==> config.mk <==
export PLATFORM = sky130hd
export DESIGN_NAME = sample_i2s_tx_flat
export DESIGN_NICKNAME = d
export VERILOG_FILES = /design/src/rtl/sample_pkg.sv /design/src/rtl/sample_i2s_tx_if.sv /design/src/rtl/sck_gen.sv /design/src/rtl/sample_i2s_tx.sv /design/src/flat_wrapper.sv
export SDC_FILE = /design/constraint.sdc
export NUM_CORES = 1
export LEC_CHECK = 0
export ABC_AREA = 1
export CELL_PAD_IN_SITES_DETAIL_PLACEMENT = 1
export CELL_PAD_IN_SITES_GLOBAL_PLACEMENT = 2
export CORE_MARGIN = 1.5
export CORE_UTILIZATION = 35
export DETAILED_ROUTE_END_ITERATION = 10
export PLACE_DENSITY_LB_ADDON = 0.1
export SETUP_SLACK_MARGIN = 0.5
export SYNTH_ARGS = -nofsm -noshare
export SYNTH_HDL_FRONTEND = slang
export SYNTH_SLANG_ARGS = --single-unit
==> constraint.sdc <==
create_clock -name clk -period 2.2 [get_ports clk]
set_clock_uncertainty 0.05 [all_clocks]
set_input_delay 0.44 -clock clk [delete_from_list [all_inputs] [get_ports clk]]
set_output_delay 0.44 -clock clk [all_outputs]
set_load 0.02 [all_outputs]
==> src/rtl/sample_pkg.sv <==
// rtl/sample_pkg.sv - shared defaults and types for the I2S sample transmitter
package sample_pkg;

    localparam int IW_DEF        = 19;
    localparam int SLOT_DEF      = 24;
    localparam int DIV_DEF       = 4;
    localparam int FRAME_LEN_DEF = 2 * SLOT_DEF;

    typedef enum logic {
        WS_LEFT  = 1'b0,
        WS_RIGHT = 1'b1
    } ws_e;

    function automatic int frame_len(input int slot);
        return 2 * slot;
    endfunction

endpackage

==> src/rtl/sample_i2s_tx_if.sv <==
// rtl/sample_i2s_tx_if.sv - sample source bundle feeding the I2S transmitter
interface sample_i2s_tx_if
    import sample_pkg::*;
#(
    parameter int IW = IW_DEF
);

    logic                 i_valid;
    logic signed [IW-1:0] i_data;
    logic                 i_clear;

    modport master (
        output i_valid,
        output i_data,
        output i_clear
    );

    modport slave (
        input i_valid,
        input i_data,
        input i_clear
    );

endinterface

==> src/rtl/sck_gen.sv <==
// rtl/sck_gen.sv - bit clock divider with a one-cycle strobe on each falling sck
module sck_gen
    import sample_pkg::*;
#(
    parameter int DIV = DIV_DEF
) (
    input  logic clk,
    input  logic i_reset_n,
    output logic o_sck,
    output logic o_shift
);

    localparam int            CW       = (DIV > 1) ? $clog2(DIV) : 1;
    localparam logic [CW-1:0] CNT_LAST = CW'(DIV - 1);

    logic [CW-1:0] cnt;
    logic          wrap;

    assign wrap    = (cnt == CNT_LAST);
    // Strobe is high in the cycle whose closing edge drives sck 1->0.
    assign o_shift = wrap & o_sck;

    always_ff @(posedge clk or negedge i_reset_n) begin
        if (!i_reset_n) begin
            cnt   <= '0;
            o_sck <= 1'b0;
        end else if (wrap) begin
            cnt   <= '0;
            o_sck <= ~o_sck;
        end else begin
            cnt   <= cnt + CW'(1);
        end
    end

endmodule

==> src/rtl/sample_i2s_tx.sv <==
// rtl/sample_i2s_tx.sv - single-sample buffered I2S transmitter with overrun/underrun flags
module sample_i2s_tx
    import sample_pkg::*;
#(
    parameter int IW       = IW_DEF,
    parameter int SLOT     = SLOT_DEF,
    parameter int DIV      = DIV_DEF,
    parameter int MONO_DUP = 1
) (
    input  logic             clk,
    input  logic             i_reset_n,
    sample_i2s_tx_if.slave   s_in,
    output logic             o_sck,
    output logic             o_ws,
    output logic             o_sd,
    output logic             o_overrun,
    output logic             o_underrun
);

    localparam int            FRAME     = frame_len(SLOT);
    localparam int            XW        = $clog2(FRAME);
    localparam int            PAD       = SLOT - IW;
    localparam logic [XW-1:0] IDX_LAST  = XW'(FRAME - 1);
    localparam logic [XW-1:0] IDX_RIGHT = XW'(SLOT);

    logic             shift;
    logic             frame_start;
    logic [XW-1:0]    idx;
    logic [XW-1:0]    idx_nxt;
    logic [IW-1:0]    hold;
    logic             full;
    logic [FRAME-1:0] shreg;
    logic [SLOT-1:0]  word_l;
    logic [SLOT-1:0]  word_r;
    logic             set_over;
    logic             set_under;

    sck_gen #(
        .DIV (DIV)
    ) u_sck_gen (
        .clk       (clk),
        .i_reset_n (i_reset_n),
        .o_sck     (o_sck),
        .o_shift   (shift)
    );

    assign idx_nxt     = (idx == IDX_LAST) ? '0 : idx + XW'(1);
    assign frame_start = shift && (idx == IDX_LAST);

    // Left-justified: sample occupies the top IW bits, padding stays zero.
    assign word_l = {hold, {PAD{1'b0}}};
    assign word_r = (MONO_DUP != 0) ? word_l : '0;

    // A write landing on the frame-start transfer refills an emptied buffer.
    assign set_under = frame_start && !full;
    assign set_over  = s_in.i_valid && full && !frame_start;

    always_ff @(posedge clk or negedge i_reset_n) begin
        if (!i_reset_n) begin
            idx   <= IDX_LAST;
            o_ws  <= WS_LEFT;
            o_sd  <= 1'b0;
            shreg <= '0;
        end else if (shift) begin
            idx  <= idx_nxt;
            o_ws <= (idx_nxt >= IDX_RIGHT) ? WS_RIGHT : WS_LEFT;
            if (frame_start) begin
                shreg <= full ? {word_l, word_r} : '0;
                o_sd  <= 1'b0;
            end else begin
                shreg <= {shreg[FRAME-2:0], 1'b0};
                o_sd  <= shreg[FRAME-1];
            end
        end
    end

    always_ff @(posedge clk or negedge i_reset_n) begin
        if (!i_reset_n) begin
            hold <= '0;
            full <= 1'b0;
        end else if (s_in.i_valid) begin
            hold <= s_in.i_data;
            full <= 1'b1;
        end else if (frame_start) begin
            full <= 1'b0;
        end
    end

    always_ff @(posedge clk or negedge i_reset_n) begin
        if (!i_reset_n) begin
            o_overrun  <= 1'b0;
            o_underrun <= 1'b0;
        end else begin
            o_overrun  <= set_over  | (o_overrun  & ~s_in.i_clear);
            o_underrun <= set_under | (o_underrun & ~s_in.i_clear);
        end
    end

endmodule
==> src/flat_wrapper.sv <==
// flat-port wrapper written by rule: the top's interface ports become plain ports
module sample_i2s_tx_flat import sample_pkg::*;
#(
    parameter int IW       = IW_DEF,
    parameter int SLOT     = SLOT_DEF,
    parameter int DIV      = DIV_DEF,
    parameter int MONO_DUP = 1
)
  (clk, i_reset_n, o_sck, o_ws, o_sd, o_overrun, o_underrun, s_in_i_valid, s_in_i_data, s_in_i_clear);
  sample_i2s_tx_if #(.IW(IW)) s_in_i ();
  input  logic clk;
  input  logic i_reset_n;
  output logic o_sck;
  output logic o_ws;
  output logic o_sd;
  output logic o_overrun;
  output logic o_underrun;
  input wire logic [$bits(s_in_i.i_valid)-1:0] s_in_i_valid;
  input wire logic [$bits(s_in_i.i_data)-1:0] s_in_i_data;
  input wire logic [$bits(s_in_i.i_clear)-1:0] s_in_i_clear;
  assign s_in_i.i_valid = s_in_i_valid;
  assign s_in_i.i_data = s_in_i_data;
  assign s_in_i.i_clear = s_in_i_clear;
  sample_i2s_tx #(.IW(IW), .SLOT(SLOT), .DIV(DIV), .MONO_DUP(MONO_DUP)) u_core (.clk(clk), .i_reset_n(i_reset_n), .s_in(s_in_i), .o_sck(o_sck), .o_ws(o_ws), .o_sd(o_sd), .o_overrun(o_overrun), .o_underrun(o_underrun));
endmodule
Yosys cells after proc, flatten, opt, wreduce, memory -nomap -nowiden
Cells that the tools add are included.
- bits in registers: 81
- input bits: 23
- output and inout bits: 5
- logic and storage cells: 37
- add/sub/neg operators: 2
- magnitude comparators: 1
- eq/ne operators: 2
- muxes and demuxes: 8
- bitwise logic cells: 7
- reduce and logical (&&, ||, !) cells: 7
- operator list (cell ; number):
    48-bit 2-to-1 mux ; 2
    6-bit by 1-bit adder with 6-bit output, second input constant ; 1
    6-bit equality test, second input constant ; 1
    6-bit by 5-bit >= comparator with 1-bit output, second input constant ; 1
    6-bit 2-to-1 mux ; 1
    1-bit logical AND ; 4
    1-bit 2-to-1 mux ; 4
    1-bit AND ; 3
    2-bit by 1-bit adder with 2-bit output, second input constant ; 1
    2-bit equality test, second input constant ; 1
    1-bit logical NOT ; 2
    2-bit 2-to-1 mux ; 1
    1-bit inverter ; 2
    1-bit OR ; 2
    2-bit nonzero test ; 1

Logic depth before layout (Yosys ltp)
- depth after elaboration: 6
- mapped depth: 9
- gate-level depth less buffers: 8

By module
A second synthesis with hierarchy kept.
- cells, all modules: 372
- area total of the unflattened synthesis: 3261.9 sq um
- modules (own cells, without submodules) (module ; instances ; cells each ; area an instance (sq um) ; sequential area each (sq um)):
    sample_i2s_tx ; 1 ; 360 ; 3144.3 ; 1833.0
    sck_gen ; 1 ; 12 ; 117.6 ; 75.1

Least setup slack after synthesis
Ideal clock, no wire load.
- kind: flip-flop to flip-flop
- start: register u_core.idx[0]
- end: register u_core.shreg[15]
- library setup time: 124 ps
- data arrival time: 1403 ps
- data required time: 2026 ps
- path slack: 622 ps
- stages on the path, launching flop included: 10
- path buffers: 1
- clock period less this slack: 1578 ps
- cells stage by stage: dfstp_2 > ha_1 > nand3_2 > nor2_2 > nand2_2 > nand2_2 > inv_2 > buf_6 > nand2_1 > nand3_1
- cells in the longest elaborated chain, start to end: 3
- ends and longest elaborated chain (element ; line ; RTL):
    start: declaration ; sample_i2s_tx.sv:28 ; logic [XW-1:0] idx;
    start signal: assignment ; sample_i2s_tx.sv:65 ; idx <= idx_nxt;
    6-bit equality test ; sample_i2s_tx.sv:48 ; assign frame_start = shift && (idx == IDX_LAST);
    1-bit logical AND ; sample_i2s_tx.sv:48 ;
    48-bit 2-to-1 mux ; sample_i2s_tx.sv:67 ; if (frame_start) begin
    end signal: assignment ; sample_i2s_tx.sv:68 ; shreg <= full ? {word_l, word_r} : '0;
    end signal: assignment ; sample_i2s_tx.sv:71 ; shreg <= {shreg[FRAME-2:0], 1'b0};
    end: declaration ; sample_i2s_tx.sv:32 ; logic [FRAME-1:0] shreg;
No other way between the ends.
A chain may end at the register's enable or synchronous reset.

Worst setup path after layout
- start: register u_core.u_sck_gen.cnt[0]
- end: register u_core.o_ws
- cells in the longest elaborated chain, start to end: 2
- ends and longest elaborated chain (element ; line ; RTL):
    start: declaration ; sck_gen.sv:16 ; logic [CW-1:0] cnt;
    start signal: assignment ; sck_gen.sv:31 ; cnt <= cnt + CW'(1);
    2-bit equality test ; sck_gen.sv:19 ; assign wrap = (cnt == CNT_LAST);
    1-bit AND ; sck_gen.sv:21 ; assign o_shift = wrap & o_sck;
    end signal: assignment ; sample_i2s_tx.sv:66 ; o_ws <= (idx_nxt >= IDX_RIGHT) ? WS_RIGHT : WS_LEFT;
    end: declaration ; sample_i2s_tx.sv:14 ; output logic o_ws,
No other way between the ends.

==> impl_metrics.ini <==
[detailed_routing]
drtIter0Drc = 143
viasPerCell = 4.70
drtPass1Iterations = 4
vias = 2569
wire_per_inst_um = 13.6
wirelength_mm = 7.45
postRouteAntennaNets = 0
post-route-drc-count = 0

[logic_synthesis]
synth_edf_count = 0
ys_ff_latch = 76
yosys_warnings = 0
async_reset_ff_share_pct = 100
synth_top_area_share_pct = 53.6
yosysSeqAreaShare_pct = 57.5
synth_fp_nets = 422
synth.most_common_cell = nand2_1
syn_area_um2 = 3320
synthDistinctLibCells = 24
synth_area_per_cell_um2 = 8.37
synthTopCellsByCount = nand2_1 (200), dfrtp_1 (71), nand3_1 (41), inv_1 (27), nand2_2 (13)
synthTopCellsByArea = dfrtp_1 (54%), nand2_1 (23%), nand3_1 (6.2%)
synth_top_flop_cell = dfrtp_1
yosysTopAreaCell = dfrtp_1
syn_inst = 396

[timing]
setup_slack_ps = 550
setup_viol = 0
fin_setup_tns_ps = 0
rsz0062_at_grt = true
finalCriticalPeriod_ps = 1650
fin_crit_sh_pct = 75.0
finalHoldViolations = 0
worst_slew_pin_slew_ps = 727
slew_headroom_pct = 51.5
slew_violations = 0
fmax_mhz = 606
whs_ps = 389

[worst_setup_path]
crit_buf_inv = 2
r2r_slack_ps = 550
path_class = flip-flop to flip-flop
critPathArrivalTime_ps = 1840
worst-r2r-cell-count = 7
critPathSlowestCell = dfrtp_1
r2r-end = u_core.o_ws
crit_family = simple AND/OR/NAND/NOR gates
timing.rr.start = u_core.u_sck_gen.cnt[0]
cp-start-kind = flip-flop
crit_fanout = 8
crit_chain = ha_1 -> nand2_2 -> clkinv_1 -> buf_4 -> or2_2 -> nand2_1 -> nand2_1
cp-end-kind = flip-flop
cpMostUsedCell = nand2_1
slowest_delay_ps = 380
crit_required_ps = 2390

[finish]
design_area_um2 = 4030
nets = 458
post-route-util_pct = 43.8
fin_cells = 547
diodes = 0
drive_above_1_share_pct = 11.7
areaGrowthSynthToFinish_pct = 21.4

[clock_tree]
cts_max_path_buffers = 2
cts_tree = yes
clk_latency_ps = 340
htreeDepth = 3
root_buffer = clkbuf_8
clkTransAtPathRegs_ps = 80
cts_sinks = 76
cts_buffers = 9

[hold_path]
worstHoldEndpoint = u_core.u_sck_gen.cnt[0]
hold_path.class = flip-flop to flip-flop
holdPathStages = 1
worstHoldStart = u_core.u_sck_gen.cnt[0]

[global_route]
grt-ovfl-total = 0
antenna_found_initial = 0
grt_usage_pct = 16.0
grt_pass1_vias = 2630
grt_pass1_wl_mm = 12.6
grt_max_degree = 49

[place]
pre_cts_ws_ps = 248
io_buffers = 27
gp_congestion = 0.730
dpl.hpwl_mm = 4.59
place_inst = 522
dpl_cell_area_um2 = 3660

[floorplan]
die_w_um = 100
die_area_um2 = 10100
rows = 35
start_util_pct = 36.1
die_h_um = 100
core-area_um2 = 9200
ios = 28

[power]
p_switching_uw = 594
leakagePower_nw = 2.23
power_density_nw_per_um2 = 655
design_power_total_mw = 2.64
p_int_mw = 2.04
p_comb_share_pct = 5.7
vdd_drop_max_mv = 0.241
switching_share_pct = 22.5
p_clk_share_pct = 39.5
seq_power_share_pct = 54.8

[flow_run]
cap_viol_max_count = 0

[outcome]
status = completed
## worst max path at each step
stage | startpoint | endpoint | slack (ps) | cells past startpoint
3_3_place_gp | u_core.idx[0] | u_core.shreg[46] | 340 | 8
3_5_place_dp | u_core.idx[0] | u_core.shreg[32] | 250 | 8
4_1_cts | u_core.idx[1] | u_core.shreg[43] | 510 | 8
2_1_floorplan | u_core.idx[0] | u_core.shreg[15] | 620 | 9
6_report | u_core.u_sck_gen.cnt[0] | u_core.o_ws | 550 | 7
5_1_grt | u_core.u_sck_gen.cnt[0] | u_core.o_ws | 470 | 7
## sequential cells by signal (all words and copies together), names as in the netlist
signal and flops:
u_core.idx 6, u_core.u_sck_gen.o_sck 1, u_core.u_sck_gen.cnt 2, u_core.o_ws 1, u_core.shreg 43, u_core.o_overrun 1, u_core.o_underrun 1, u_core.o_sd 1
u_core.hold 19, u_core.full 1
## power by group through the flow
stage	registers (mW)	clock network, mW	logic, mW
after floorplan	1.47	0	0.0619
after global placement	1.47	0	0.154
after detailed placement	1.47	0	0.156
after CTS	1.45	1.08	0.157
after global routing	1.45	1.14	0.176
final	1.45	1.04	0.151
## layout make-up
class,instances,area (um^2)
clock inverters,2,35.0
well taps,111,139
fillers,1108,5170
clock buffers,13,149
multi-input cells,275,1240
repair buffers,38,388
inverters,29,135
flip-flops and latches,76,1910
repair inverters,3,33.8
## routing by layer
layer	part of all wire, %	wire length (um)	global-route usage [%]	up-vias
li1	-	-	-	1275
met2	47	3470	24.7	43
met3	3.0	220	2.79	10
met4	1.7	124	6.83	0
met5	0	0	0	-
met1	49	3630	22.1	1241
## worst register-to-register path, stage by stage (launching register included)
cell and delay (ps):
dfrtp_1 380, ha_1 240, nand2_2 120, clkinv_1 170, buf_4 220, or2_2 270
nand2_1 60, nand2_1 40
## kinds of logic (layout without fill, tap and decap cells)
kind of cell	Yosys count	count (layout)	share of synthesized area, %
DFF	76	76	57.5
buffers and inverters	45	85	6.57
adders and majority gates	3	3	1.13
xor gates and xnor gates	2	2	0.528
AOI/OAI and AO/OA	5	5	0.792
and+or+nand+nor	265	265	33.4
## cell usage in the layout, fill, tap and decap left out, drive strengths merged
cell type,netlist,layout
dfstp,5,5
clkinv,1,3
o21ai,3,3
nand3,42,42
a21oi,1,1
ha,3,3
dlygate4sd3,0,1
or2,1,1
nor2,8,8
dfrtp,71,71
xor2,2,2
nand4,1,1
o22ai,1,1
clkdlybuf4s50,0,21
bufinv,0,1
nand2,213,213
clkbuf,7,13
buf,9,11
inv,28,30
dlygate4sd2,0,5
## what timing repair did
action / in CTS / in global routing
endpoints found under the hold margin: 27 / 0
setup endpoints to repair: 52 / 33
gates resized for setup: 13 / 10
pin swaps: 2 / 1
setup buffers: 4 / 2
hold buffers: 1 / 0
cloned: 0 / 3
Note: power is estimated with default switching activity, not from simulation.
